$ cat config.mk
export PLATFORM = sky130hd
export DESIGN_NAME = activ4_stim_tx
export DESIGN_NICKNAME = d
export VERILOG_FILES = /design/src/rtl/activ4_stim_tx.sv
export SDC_FILE = /design/constraint.sdc
export NUM_CORES = 1
export LEC_CHECK = 0
export BUFFER_PORTS_ARGS = -buffer_cell sky130_fd_sc_hd__buf_2
export CAP_MARGIN = 20
export CORE_MARGIN = 5
export CORE_UTILIZATION = 47
export DETAILED_ROUTE_END_ITERATION = 7
export PLACE_DENSITY = 0.68
export SLEW_MARGIN = 10
export SYNTH_ARGS = -nofsm -noshare
export SYNTH_HDL_FRONTEND = slang
export SYNTH_SLANG_ARGS = --single-unit
$ cat constraint.sdc
create_clock -name clk -period 2.4 [get_ports clk]
set_input_delay 0.48 -clock clk [delete_from_list [all_inputs] [get_ports clk]]
set_output_delay 0.48 -clock clk [all_outputs]
set_load 0.05 [all_outputs]
$ cat src/rtl/activ4_stim_tx.sv
// Serial stimulus transmitter for the activity-4 Moore FSMs: resets the FSM under test,
// shifts a pattern out LSB-first on x and collects the returned y bits into resp.
module activ4_stim_tx #(
    parameter int WIDTH = 8,
    parameter int LEN_W = $clog2(WIDTH + 1)
) (
    input  logic             clk,
    input  logic             reset,
    input  logic             start_valid,
    output logic             start_ready,
    input  logic [WIDTH-1:0] pattern,
    input  logic [LEN_W-1:0] length,
    output logic             x,
    output logic             x_valid,
    output logic             dut_reset,
    input  logic             y_in,
    output logic             busy,
    output logic             done,
    output logic [WIDTH-1:0] resp
);

    typedef enum logic [2:0] {IDLE, RST, SHIFT, DRAIN, DONE} state_t;

    localparam logic [LEN_W-1:0] MAX_LEN = LEN_W'(WIDTH);
    localparam logic [LEN_W-1:0] ONE     = LEN_W'(1);

    state_t           state;
    logic [WIDTH-1:0] pat;
    logic [WIDTH-1:0] pat_next;
    logic [LEN_W-1:0] len;
    logic [LEN_W-1:0] cnt;

    // pat is consumed as a shift register, so the next bit is always pat_next[0]
    assign pat_next = pat >> 1;

    // y for bit i arrives one cycle after bit i, so capture lags the shift by one (cnt-1)
    always_ff @(posedge clk) begin
        if (reset) begin
            state       <= IDLE;
            start_ready <= 1'b1;
            x           <= 1'b0;
            x_valid     <= 1'b0;
            dut_reset   <= 1'b0;
            busy        <= 1'b0;
            done        <= 1'b0;
            resp        <= '0;
            pat         <= '0;
            len         <= '0;
            cnt         <= '0;
        end else begin
            done      <= 1'b0;
            dut_reset <= 1'b0;
            case (state)
                IDLE: begin
                    if (start_valid) begin
                        pat         <= pattern;
                        len         <= (length > MAX_LEN) ? MAX_LEN : length;
                        resp        <= '0;
                        cnt         <= '0;
                        dut_reset   <= 1'b1;
                        busy        <= 1'b1;
                        start_ready <= 1'b0;
                        state       <= RST;
                    end
                end
                RST: begin
                    if (len == '0) begin
                        done  <= 1'b1;
                        state <= DONE;
                    end else begin
                        x       <= pat[0];
                        x_valid <= 1'b1;
                        cnt     <= '0;
                        state   <= SHIFT;
                    end
                end
                SHIFT: begin
                    if (cnt != '0) begin
                        resp <= resp | (WIDTH'(y_in) << (cnt - ONE));
                    end
                    if (cnt == len - ONE) begin
                        x       <= 1'b0;
                        x_valid <= 1'b0;
                        state   <= DRAIN;
                    end else begin
                        x   <= pat_next[0];
                        pat <= pat_next;
                        cnt <= cnt + ONE;
                    end
                end
                DRAIN: begin
                    resp  <= resp | (WIDTH'(y_in) << cnt);
                    done  <= 1'b1;
                    state <= DONE;
                end
                DONE: begin
                    busy        <= 1'b0;
                    start_ready <= 1'b1;
                    cnt         <= '0;
                    state       <= IDLE;
                end
                default: begin
                    busy        <= 1'b0;
                    start_ready <= 1'b1;
                    x           <= 1'b0;
                    x_valid     <= 1'b0;
                    state       <= IDLE;
                end
            endcase
        end
    end

endmodule

==> summary.txt <==
Largest family of logic cells by synthesized area - simple AND/OR/NAND/NOR gates
Clock sink total - 33
Hold path start - length[0]
Worst Setup End Kind - register
DRC Markers - 0
Worst setup startpoint - cnt[0]
CP arrival - 2170 ps
R2R Path End - resp[7]
Synthesized Nets - 212
Post-CTS setup buffers - 0
Peak supply drop - 405 µV
Root Buffer - clkbuf_4
Relative slew slack - 51.5%
Cell taking the most area after synthesis - dfxtp_1
Layout area overhead - 13.2%
Seq/Total Area, Yosys - 40.6%
CTS tree - built
Status - finished clean
Lkg Pwr - 0.771 nW
Initial core utilization - 48.8%
Largest net degree at the start of global routing - 26
Adder-cell share of the synthesized area - 3.07%
Number of synthesized flops with an enable pin - 0
Post_cts resized - 0
Num CTS Buffers - 5
Most common cell after layout, fill and taps aside - dfxtp_1
Synth top area cells - dfxtp_1 (41%), nand2_1 (6.0%), nor3_1 (5.2%), a22o_1 (4.3%), a311oi_1 (3.8%)
# hold bufs at CTS - 0
Clk Latency, worst-skew pair - 330 ps
Die Ht - 68.9 µm
Clk buf depth - 2
Crit path buf inv count - 1
Type of the worst setup path - register to register
Hold WC Path Type - input port to register
Setup crit end - resp[7]
Post-synth ARST share - 0%
Share of the synthesized area in the top cell type - 40.6%
XOR/XNOR Fraction of Synth Area - 5.61%
CP Depth - 6
R2r setup slk - 510 ps
Final wirelength - 3700 µm
Post-synthesis mux area share - 0%
Port Buf Inserts - 29
Row cnt - 21
Design Power - 1.14 mW
Clk pin slew, worst setup/hold paths - 90 ps
Fin. Hold Viols - 0
GP Congestion - 0.849
CORE AREA - 0.00334 mm²
Total congestion overflow - 0
Initial antenna violation count - 0
Post-Synth Simple-Gate Area - 26.0%
Final setup fails - 0
Startpoint Class - register
Initial DRC count - 52
Share of layout cells above drive strength 1 - 19.6%
Die W - 68.9 µm
GRT Total Usage - 17.7%
YS warnings - 0
Vias in the first global route - 1398
Synth Register Bits - 33
Setup TNS - 0 ps
Cells after synthesis - 192
Max stage delay cell, worst path - dfxtp_1
P per Cell Area - 620 mW/mm²
Synth Area in Compound Gates - 19.2%
HPWL Detailed - 2800 µm
Routed len/inst - 14.0 µm
Antenna viol nets, final - 0
Worst Tran Pin Value - 718 ps
Most frequent cells in the layout - dfxtp_1 (33), buf_2 (29), nand2_1 (26), nor3_1 (17), nor2_1 (14)
Max cap viols - 0
I/O pins - 30
Fmax - 529 MHz
Tcrit/Tclk final - 78.8%
Slew Limit Fails - 0
First-pass GRT wire length - 6110 µm
Final min period - 1890 ps
H-tree Lvls - 2
Final nets - 239
Die ar. - 0.00474 mm²
RSZ-0062 raised after global routing - no
First-pass DRT Iterations - 4
Worst path cell trace - inv_1, ha_1, and2_1, or3b_1, nor3_1, a22o_1
Average cell area after synthesis - 8.48 µm²
RR Startpoint - cnt[0]
Reg2reg path depth - 6
Drt via density - 5.46
Critical path required time - 2680 ps
CP peak stage delay - 450 ps
ANT cells - 0
Top FF cell, synth - dfxtp_1
Critical path's top delay family - simple AND/OR/NAND/NOR gates
Mapped cell area - 0.00163 mm²
Post-synth cell types - 46
DR vias - 1446
Setup Skew - 3.87 ps
Worst-path fanout max - 6
[power by group]
part	internal, mW	total, mW	switching (mW)
registers	0.580	0.606	0.0254
clock network	0.138	0.318	0.179
logic	0.0804	0.221	0.140
total	0.799	1.14	0.345
[tightest hold or removal path, cell delays in order]
cell and delay, ps:
buf_2 90, nand3b_1 70, a21oi_1 60
[how the worst min path moves through the flow]
stage                          to  slack (ps)  cells after the start
final                      len[0]         410                      3
after global routing       len[3]         410                      3
after CTS                  pat[0]         400                      3
after detailed placement  resp[4]         460                      1
after global placement    resp[2]         460                      1
after floorplan            len[1]         450                      2
[per-layer routing]
metal  global-route usage [%]  share of wire [%]  vias up
li1                         -                  -      736
met1                     18.7                 41      671
met2                     32.1                 52       35
met3                     6.00                5.9        4
met4                     6.57                1.2        0
met5                        0                  0        -
[flip-flops by register name, summed over array words and instances (netlist names)]
signal and flops:
x_valid 1, resp 8, state 3, cnt 4
len 4, start_ready 1, done 1, dut_reset 1
pat 8, x 1, busy 1
[cells in the mapped netlist, types with 2 or more instances]
| master | n |
|---|---|
| xor2_1 | 2 |
| o21ai_0 | 6 |
| xnor2_1 | 4 |
| nand2_1 | 26 |
| a22o_1 | 8 |
| inv_1 | 8 |
| nor2_1 | 14 |
| or3_1 | 3 |
| clkbuf_1 | 5 |
| dfxtp_1 | 33 |
| and2_1 | 2 |
| nand3_1 | 3 |
| ha_1 | 4 |
| a311oi_1 | 7 |
| nor2b_1 | 2 |
| o32ai_1 | 2 |
| nand2b_1 | 3 |
| a21oi_1 | 10 |
| nor3_1 | 17 |
| nand3b_1 | 4 |
| buf_2 | 4 |
[final cells by class]
cell class | instances | area, µm²
Tap cell | 46 | 57.6
Inverter | 9 | 33.8
Multi-Input combinational cell | 139 | 877
Fill cell | 343 | 1490
Sequential cell | 33 | 661
Timing Repair Buffer | 31 | 160
Clock buffer | 7 | 55.1
[per-stage QoR]
step	hold slack (ps)	instance area, µm²	util [%]	std cells	setup slack, ps
finish	410	1840	55.3	265	510
global route	407	1840	55.3	265	343
CTS	402	1840	55.3	265	518
detailed placement	462	1790	53.6	258	534
global placement	457	1790	53.6	258	629
floorplan	445	1630	-	192	694
[cells by family (layout without fill, tap and decap cells)]
logic type | after synthesis | after routing
and+or+nand+nor | 83 | 83
AOI/OAI and AO/OA | 44 | 44
DFF | 33 | 33
buffers and inverters | 20 | 47
xor gates and xnor gates | 8 | 8
adders and majority gates | 4 | 4
No activity file was read; power rests on OpenSTA's default activity.
